--- config.mk ---
export PLATFORM = sky130hd
export DESIGN_NAME = oam_dma_ctrl
export DESIGN_NICKNAME = d
export VERILOG_FILES = /design/src/rtl/oam_dma_ctrl.sv
export SDC_FILE = /design/constraint.sdc
export NUM_CORES = 1
export LEC_CHECK = 0
export CORE_MARGIN = 1
export CORE_UTILIZATION = 28
export CTS_CLUSTER_DIAMETER = 120
export CTS_CLUSTER_SIZE = 8
export DETAILED_ROUTE_END_ITERATION = 6
export GPL_TIMING_DRIVEN = 0
export HOLD_SLACK_MARGIN = 0.08
export REMOVE_ABC_BUFFERS = 1
export SYNTH_ARGS = -nofsm -noshare
export SYNTH_HDL_FRONTEND = slang
export SYNTH_SLANG_ARGS = --single-unit
--- constraint.sdc ---
create_clock -name clk -period 3.3 [get_ports clk]
set_input_delay 0.66 -clock clk [delete_from_list [all_inputs] [get_ports clk]]
set_output_delay 0.66 -clock clk [all_outputs]
set_load 0.005 [all_outputs]
--- src/rtl/oam_dma_ctrl.sv ---
// oam_dma_ctrl: copies LEN bytes from page {src,00} into OAM when the CPU writes REG_ADDR,
// blocking CPU main-bus access while the copy runs.
module oam_dma_ctrl #(
    parameter logic [15:0] REG_ADDR = 16'hFF46,
    parameter int          LEN      = 160
) (
    input  logic        clk,
    input  logic        rst,
    input  logic [15:0] cpu_addr,
    input  logic        cpu_rd,
    input  logic        cpu_we,
    input  logic [7:0]  cpu_wdata,
    output logic [7:0]  cpu_rdata,
    output logic [15:0] bus_addr,
    output logic        bus_rd,
    output logic        bus_we,
    output logic [7:0]  bus_wdata,
    input  logic [7:0]  bus_rdata,
    input  logic [7:0]  hi_rdata,
    output logic [7:0]  oam_addr,
    output logic [7:0]  oam_wdata,
    output logic        oam_we,
    output logic        dma_active
);
    typedef enum logic [1:0] {IDLE, START, XFER, DRAIN} state_t;
    typedef enum logic [1:0] {SEL_FF, SEL_BUS, SEL_HI, SEL_REG} sel_t;

    state_t     state_q, state_d;
    sel_t       sel_q, sel_d;
    logic [7:0] src_q, src_d, reg_q, reg_d, idx_q, idx_d, pidx_q;
    logic       pend_q;
    logic       is_reg, is_hi, is_main, active, reg_wr, last;

    assign is_reg  = cpu_addr == REG_ADDR;
    assign is_hi   = (&cpu_addr[15:8]) && !is_reg;
    assign is_main = !(&cpu_addr[15:8]);
    assign active  = state_q != IDLE;
    assign reg_wr  = cpu_we && is_reg;
    assign last    = idx_q == 8'(LEN - 1);

    always_comb begin
        state_d = state_q;
        src_d   = src_q;
        reg_d   = reg_q;
        idx_d   = idx_q;
        if (reg_wr) begin
            state_d = START;
            src_d   = cpu_wdata >= 8'hE0 ? cpu_wdata - 8'h20 : cpu_wdata;
            reg_d   = cpu_wdata;
            idx_d   = '0;
        end else if (state_q == START) begin
            state_d = XFER;
        end else if (state_q == XFER) begin
            state_d = last ? DRAIN : XFER;
            idx_d   = last ? '0 : idx_q + 8'd1;
        end else if (state_q == DRAIN) begin
            state_d = IDLE;
        end
        // read source is frozen at request time so a finishing DMA cannot unblock it
        sel_d = (!cpu_rd || reg_wr) ? SEL_FF :
                is_reg              ? SEL_REG :
                is_hi               ? SEL_HI :
                active              ? SEL_FF : SEL_BUS;
    end

    always_ff @(posedge clk) begin
        if (rst) begin
            state_q <= IDLE;
            sel_q   <= SEL_FF;
            src_q   <= '0;
            reg_q   <= '0;
            idx_q   <= '0;
            pidx_q  <= '0;
            pend_q  <= 1'b0;
        end else begin
            state_q <= state_d;
            sel_q   <= sel_d;
            src_q   <= src_d;
            reg_q   <= reg_d;
            idx_q   <= idx_d;
            pidx_q  <= idx_q;
            pend_q  <= state_q == XFER;
        end
    end

    assign dma_active = active;
    assign bus_addr   = state_q == XFER ? {src_q, idx_q} : cpu_addr;
    assign bus_rd     = !rst && (state_q == XFER || (!active && cpu_rd && is_main));
    assign bus_we     = !rst && !active && cpu_we && is_main;
    assign bus_wdata  = cpu_wdata;
    // suppress the write landing on the reset edge so an abort leaves OAM untouched
    assign oam_we     = pend_q && !rst;
    assign oam_addr   = pidx_q;
    assign oam_wdata  = bus_rdata;
    assign cpu_rdata  = sel_q == SEL_BUS ? bus_rdata :
                        sel_q == SEL_HI  ? hi_rdata :
                        sel_q == SEL_REG ? reg_q : 8'hFF;
endmodule

==> results.cfg, run 1 <==
[floorplanning]
die_y_um = 83.0
start_util = 0.289
die_x_um = 83.0
die-area_mm2 = 0.00689
coreArea_mm2 = 0.00635
rows = 29
ios = 96

[critical_path]
crit_fanout = 33
critPathLaunchType = primary input
cp_cell_sequence = dlygate4sd2_1 -> nand2b_1 -> o21bai_1 -> clkdlybuf4s50_1
arrival_ns = 2.48
cpMaxStageDelayCell = dlygate4sd2_1
cp_num_buf_inv = 2
critPathTopFamily = buffers and inverters
end_kind = output port
critPathMaxStageDelay_ns = 1.00
cp_data_required_time_ns = 2.64
crit_type = in2out

[clock_network]
root_buffer = clkbuf_8
numCtsBuffers = 5
clkSinkCount = 32
htree_levels = 2
cts_tree = built
postCtsSetupRepairBufs = 0
clockBufferDepth = 2
clk_pin_slew_ns = 0.06
insertion_delay_ns = 0.29
postCtsHoldBufs = 0

[global_routing]
grt_pass1_wl_um = 8210
grt-ovfl-total = 0
grt_pass1_vias = 1677
antenna_found_initial = 0
gr-usage-all-layers = 0.148
grt_max_degree = 34

[placement]
dp_hpwl_um = 3730
place_congestion = 0.765
dp_slack_ns = -0.210
numPortBuffers = 95
placedCellCount = 351

[detailed_routing]
vias_per_cell = 4.73
post_drt_wl_per_cell_um = 13.8
met3_length_um = 208
drt-initial-drc-count = 53
top_layer_used = met4
wl_met1_um = 2280
met2WireLength_um = 2390
wl_um = 4970
ant_nets = 0
first_pass_iters = 4
drc = 0
num_vias = 1699

[synth]
synth_area_leaders = dfxtp_1, mux2_2, buf_4, a21oi_1, mux2i_1
yosys.area.top_type_share = 0.349
synth_seq_cells = 32
synth-seq-area-share = 0.349
synth_mux_area_frac = 0.152
avgSynthCellArea_um2 = 8.88
yosysTopAreaCell = dfxtp_1
yosysWarnings = 0
ys_types = 32
synth_top_family_by_area = simple AND/OR/NAND/NOR gates
postSynthCellCount = 207
synthSimpleGateAreaFrac = 0.208
synthAdderAreaFrac = 0.0477
syn-cell-area_mm2 = 0.00184
synth-xor-area-share = 0.0334
synth-compound-area-share = 0.101

[cells_and_area]
area_delta_synth_final_pct = 52.6
drive_above_1_share = 0.103
finalNonFillerCells = 359
diodes = 0
final_common_cell = clkdlybuf4s50_1
final_cell_mix = clkdlybuf4s50_1, dfxtp_1, a21oi_1
multiInputGateArea_um2 = 1000
layout.nets = 332
nFillCells = 608
regArea_um2 = 641

[timing]
finalSetupTns_ns = 0
skew_ns = 0.00620
fin_crit_sh = 0.952
period_needed_ns = 3.14
timing.slew.headroom = 0.200
final-setup-viol-count = 0
fmax_mhz = 318
hold_viol = 0
tightest_slew_ns = 1.20
rsz0062_at_grt = yes
holdWs_ns = 0.479
slew_violations = 0
final.setup.worst_slack_ns = 0.160

[worst_hold_path]
worst_hold_path_type = reg2reg

[pwr]
p_per_area_mw_per_mm2 = 301
finalPower_uw = 843
ir_worst_vdd_v = 0.000154
p_leak_nw = 1.01

[run_status]
status = finished clean

[job]
drv_cap = 0
layout make-up:
type	instances	share of cell area
Clock buffer	6	0.0295
Clock inverter	2	0.00357
Inverter	6	0.00803
Multi-Input combinational cell	141	0.357
Sequential cell	32	0.228
Tap cell	77	0.0344
Timing Repair Buffer	95	0.340
report_power, final:
| group | switching [mW] | internal (mW) |
|---|---|---|
| Sequential | 0.00200 | 0.387 |
| Combinational | 0.0467 | 0.0995 |
| Clock | 0.142 | 0.166 |
cells in the mapped netlist:
cell type   n
a21oi_1    21
a31oi_1     1
and3_1      3
and4bb_2    1
and4bb_4    1
buf_2       4
buf_4      16
buf_6       1
clkbuf_1    7
dfxtp_1    32
ha_1        7
inv_1       6
mux2_2     16
mux2i_1    10
nand2_1     6
nand2b_1    2
nand3_1    10
nand4_1     7
nand4bb_1   1
nor2_1      9
nor2_2      1
nor2b_1    10
nor3_1      7
nor4_1      4
nor4b_2     1
nor4bb_1    1
o21ai_0    11
o21ai_1     1
o21bai_1    2
or3_1       1
xnor2_1     1
xor2_1      6
what timing repair did:
| action | CTS | global route |
|---|---|---|
| endpoints found under the hold margin | 0 | 0 |
| setup endpoints to repair | 2 | 17 |
| resized for setup | 1 | 2 |
registers in the layout (all words and copies together) (netlist names):
signal	flops
reg_q	3
pend_q	1
state_q	2
idx_q	8
src_q	8
sel_q	2
oam_addr	8
worst min-delay path, delay by kind of cell (launching register included):
family / cells / cell delay, ns
flops: 1 / 0.31
compound gates: 2 / 0.13
layer usage:
layer,up-vias,GRT usage
met5,-,0
met4,0,0.0596
met3,9,0.0328
met2,44,0.238
met1,777,0.190
li1,869,-
kinds of logic (layout without fill, tap and decap cells):
kind of cell,Yosys count,after routing
simple gates,65,65
flops,32,32
mux,26,26
buf+inv,34,109
fa+ha+maj,7,7
xor+xnor,7,7
compound gates,36,36
stage by stage:
stage	utilization	cell area, um2
2_1_floorplan	-	1660
3_3_place_gp	0.426	2710
3_5_place_dp	0.426	2710
4_1_cts	0.441	2800
5_1_grt	0.442	2800
6_report	0.442	2800
final timing paths:
kind	cells after the start	slack (ns)	end	from
setup reg to reg	6	1.34	state_q[0]$_SDFFE_PP0P_	state_q[0]$_SDFFE_PP0P_
setup / recovery	4	0.16	bus_rd	rst
hold reg to reg	2	0.48	src_q[6]$_SDFFE_PP0P_	src_q[6]$_SDFFE_PP0P_
hold / removal	2	0.48	src_q[6]$_SDFFE_PP0P_	src_q[6]$_SDFFE_PP0P_
Note: power is estimated with default switching activity, not from simulation.
==> run 2, diff against run 1 <==
Settings changed: CTS_BUF_LIST from default to sky130_fd_sc_hd__clkbuf_16, RECOVER_POWER from default to 100.
==> results.cfg, run 2 (synthesized netlist as in run 1, its figures left out) <==
[global_routing]
gr-usage-all-layers = 0.149
grt_pass1_wl_um = 8230
grt_max_degree = 34
grt-ovfl-total = 0
grt_pass1_vias = 1688
antenna_found_initial = 0

[timing]
skew_ns = 0.00352
final-setup-viol-count = 0
timing.slew.headroom = 0.518
fin_crit_sh = 0.908
rsz0062_at_grt = no
fmax_mhz = 334
final.setup.worst_slack_ns = 0.305
slew_violations = 0
tightest_slew_ns = 0.721
hold_viol = 0
period_needed_ns = 3.00

[clock_network]
clockBufferDepth = 2
clk_pin_slew_ns = 0.05
cts_tree = built
root_buffer = clkbuf_16
htree_levels = 2
postCtsSetupRepairBufs = 0
numCtsBuffers = 5
postCtsHoldBufs = 0
clkSinkCount = 32
insertion_delay_ns = 0.28
cts_resized = 1

[floorplanning]
start_util = 0.289
rows = 29
die_y_um = 83.0
coreArea_mm2 = 0.00635
die_x_um = 83.0
die-area_mm2 = 0.00689
ios = 96

[pwr]
comb_power_share = 0.141
ir_worst_vdd_v = 0.000256
p_per_area_mw_per_mm2 = 337
finalPower_uw = 955
seqPwrFrac = 0.408
pwr-share-clk = 0.451
p_int_uw = 750
p_leak_nw = 1.06
net-switching-power_uw = 204
p_sw_frac = 0.214

[critical_path]
crit_fanout = 4
rrSetupSlack_ns = 1.35
critPathLaunchType = primary input
critPathMaxStageDelay_ns = 0.47
crit_type = in2out
end_kind = output port
cp_data_required_time_ns = 2.64
cp_num_buf_inv = 2
cpMaxStageDelayCell = clkdlybuf4s50_1
path_common_cell = clkdlybuf4s50_1
reg2reg_from = state_q[0]$_SDFFE_PP0P_
arrival_ns = 2.34
cp_cell_sequence = clkdlybuf4s50_1 -> nand4_1 -> o21ai_0 -> o21bai_1 -> clkdlybuf4s50_1
r2r_cells = 6
reg2reg_to = state_q[0]$_SDFFE_PP0P_
critPathTopFamily = buffers and inverters

[job]
drv_cap = 0

[cells_and_area]
post-route-util = 0.446
nFillCells = 602
final_common_cell = dlygate4sd3_1
layout.nets = 332
drive_above_1_share = 0.0922
area_delta_synth_final_pct = 54.2
final_cell_mix = dlygate4sd3_1, clkdlybuf4s50_1, dfxtp_1
diodes = 0

[detailed_routing]
post_drt_wl_per_cell_um = 13.9
wl_um = 5000
drc = 0
num_vias = 1708
ant_nets = 0
vias_per_cell = 4.76
drt-initial-drc-count = 49
first_pass_iters = 4

[worst_hold_path]
hold_path_end = src_q[6]$_SDFFE_PP0P_
whs_path_depth = 2
min_from = src_q[6]$_SDFFE_PP0P_
worst_hold_path_type = reg2reg

[placement]
numPortBuffers = 95
place_congestion = 0.765
dp_slack_ns = -0.210
dp_hpwl_um = 3730

[run_status]
status = finished clean
run 2: cell count changes in the layout (fill, tap and decap cells not counted), moves of 5 or more:
cell,change
dlygate4sd3_1,+51
clkbuf_8,-6
clkdlybuf4s50_1,-51
clkbuf_16,+5
run 2: cell type report:
cell class | count | area [um2] | area share
multi-input combinational | 141 | 987 | 0.348
inverter | 6 | 22.5 | 0.00795
sequential | 32 | 641 | 0.226
clock inverter | 3 | 13.8 | 0.00486
timing repair buffer | 95 | 948 | 0.335
tap | 77 | 96.3 | 0.0340
clock buffer | 5 | 125 | 0.0442
run 2: how the worst max path moves through the flow:
stage | from | endpoint | depth (start not counted)
floorplan | state_q[0]$_SDFFE_PP0P_ | bus_addr[0] | 3
global placement | rst | bus_rd | 4
detailed placement | rst | bus_rd | 4
CTS | cpu_we | bus_we | 4
global route | cpu_addr[15] | bus_we | 5
finish | cpu_addr[15] | bus_rd | 5
run 2: through the flow:
step / TNS (ns) / area (um2) / hold slack, ns / instances
3_3_place_gp: -0.305 / 2710 / 0.465 / 351
5_1_grt: 0 / 2830 / 0.502 / 359
4_1_cts: 0 / 2850 / 0.477 / 359
2_1_floorplan: 0 / 1660 / 0.440 / 179
6_report: 0 / 2830 / 0.479 / 359
3_5_place_dp: -0.281 / 2710 / 0.472 / 351
run 2: worst register-to-register path: cells and delay by family (launching register included):
family	cells	cell delay, ns
flops	1	0.32
simple gates	2	0.62
buf+inv	1	0.13
compound gates	2	0.24
fa+ha+maj	1	0.58
run 2: power by group through the flow:
stage	Clock (mW)	Combinational, mW	Sequential, mW
floorplan	0	0.0252	0.397
global placement	0	0.148	0.397
detailed placement	0	0.147	0.397
CTS	0.445	0.148	0.389
global route	0.461	0.145	0.389
finish	0.431	0.135	0.390
run 2: metal layers:
metal  share of wire  global-route usage  up-vias
li1                -                   -      869
met1            0.45               0.190      790
met2            0.49               0.239       40
met3           0.039              0.0328        9
met4           0.020              0.0690        0
met5               0                   0        -
==> run 3, diff against run 2 <==
Settings changed: RECOVER_POWER 100 to 50.
==> results.cfg, run 3 (synthesized netlist as in run 1, its figures left out) <==
[detailed_routing]
post_drt_wl_per_cell_um = 13.9
drc = 0
wl_um = 5000
num_vias = 1699
first_pass_iters = 4
vias_per_cell = 4.73
drt-initial-drc-count = 49
ant_nets = 0

[global_routing]
grt_pass1_vias = 1688
grt_max_degree = 34
antenna_found_initial = 0
grt_pass1_wl_um = 8230
gr-usage-all-layers = 0.149
grt-ovfl-total = 0

[timing]
fmax_mhz = 334
hold_viol = 0
final-setup-viol-count = 0
slew_violations = 0
skew_ns = 0.00353
rsz0062_at_grt = no
tightest_slew_ns = 0.685
timing.slew.headroom = 0.543
period_needed_ns = 2.99
fin_crit_sh = 0.907
holdWs_ns = 0.478
final.setup.worst_slack_ns = 0.307

[cells_and_area]
diodes = 0
fin_area_mm2 = 0.00284
final_common_cell = clkdlybuf4s50_1
nFillCells = 601
drive_above_1_share = 0.0957
final_cell_mix = clkdlybuf4s50_1, dfxtp_1, dlygate4sd3_1
area_delta_synth_final_pct = 54.3
layout.nets = 332

[clock_network]
clk_pin_slew_ns = 0.05
insertion_delay_ns = 0.28
htree_levels = 2
root_buffer = clkbuf_16
postCtsSetupRepairBufs = 0
numCtsBuffers = 5
clkSinkCount = 32
cts_tree = built
clockBufferDepth = 2

[placement]
dp_hpwl_um = 3730
dp_slack_ns = -0.210
placed_area_mm2 = 0.00271
place_congestion = 0.765
numPortBuffers = 95

[pwr]
p_leak_nw = 1.07
ir_worst_vdd_v = 0.000256
p_per_area_mw_per_mm2 = 339
finalPower_uw = 962

[floorplanning]
rows = 29
die-area_mm2 = 0.00689
start_util = 0.289
ios = 96
die_y_um = 83.0
coreArea_mm2 = 0.00635
die_x_um = 83.0

[critical_path]
critPathLaunchType = primary input
reg2reg_from = state_q[0]$_SDFFE_PP0P_
cpMaxStageDelayCell = clkdlybuf4s50_1
crit_fanout = 4
critPathMaxStageDelay_ns = 0.47
cp_cell_sequence = clkdlybuf4s50_1 -> nand4_1 -> o21ai_0 -> o21bai_1 -> clkdlybuf4s50_1
arrival_ns = 2.33
crit_type = in2out
path_common_cell = clkdlybuf4s50_1
crit_start = cpu_addr[15]
end_kind = output port
cp_data_required_time_ns = 2.64

[worst_hold_path]
worst_hold_path_type = reg2reg
min_from = src_q[6]$_SDFFE_PP0P_

[job]
drv_cap = 0

[run_status]
status = finished clean
[run 3: layer usage]
| metal | wire length (um) | vias up | GRT usage |
|---|---|---|---|
| met1 | 2280 | 781 | 0.190 |
| met4 | 103 | 0 | 0.0690 |
| li1 | - | 869 | - |
| met2 | 2420 | 40 | 0.239 |
| met3 | 192 | 9 | 0.0328 |
| met5 | 0 | - | 0 |
[run 3: stage by stage]
stage | std cells | TNS [ns] | util
floorplan | 179 | 0 | -
global placement | 351 | -0.305 | 0.426
detailed placement | 351 | -0.281 | 0.426
CTS | 359 | 0 | 0.448
global route | 359 | 0 | 0.447
finish | 359 | 0 | 0.447
[run 3: power by group]
group,leakage (nW),internal (mW),switching (mW)
sequential,0.258,0.388,0.00186
clock,0.0710,0.273,0.158
combinational,0.738,0.0957,0.0460
total,1.07,0.756,0.205
[run 3: worst max-delay path: cells and delay by family]
family	cells	cell delay, ns
compound gates	2	0.56
buf+inv	2	0.93
simple gates	1	0.18
[run 3: path summary, 6_finish.rpt]
| kind | cells past startpoint | endpoint | slack (ns) |
|---|---|---|---|
| min | 2 | src_q[6]$_SDFFE_PP0P_ | 0.48 |
| max | 5 | bus_rd | 0.31 |
| max reg2reg | 6 | state_q[0]$_SDFFE_PP0P_ | 1.35 |
| min reg2reg | 2 | src_q[6]$_SDFFE_PP0P_ | 0.48 |
[run 3: timing repair]
| item | CTS | global route |
|---|---|---|
| gates cloned | 0 | 0 |
| hold buffers | 0 | 0 |
| setup endpoints to repair | 2 | 7 |
| gates resized for setup | 1 | 4 |
[run 3: cell type report]
class,instances,area [um2],share of cell area
sequential,32,641,0.226
tap,77,96.3,0.0340
multi-input combinational,141,990,0.349
clock inverter,3,13.8,0.00485
timing repair buffer,95,948,0.334
clock buffer,5,125,0.0441
inverter,6,22.5,0.00794
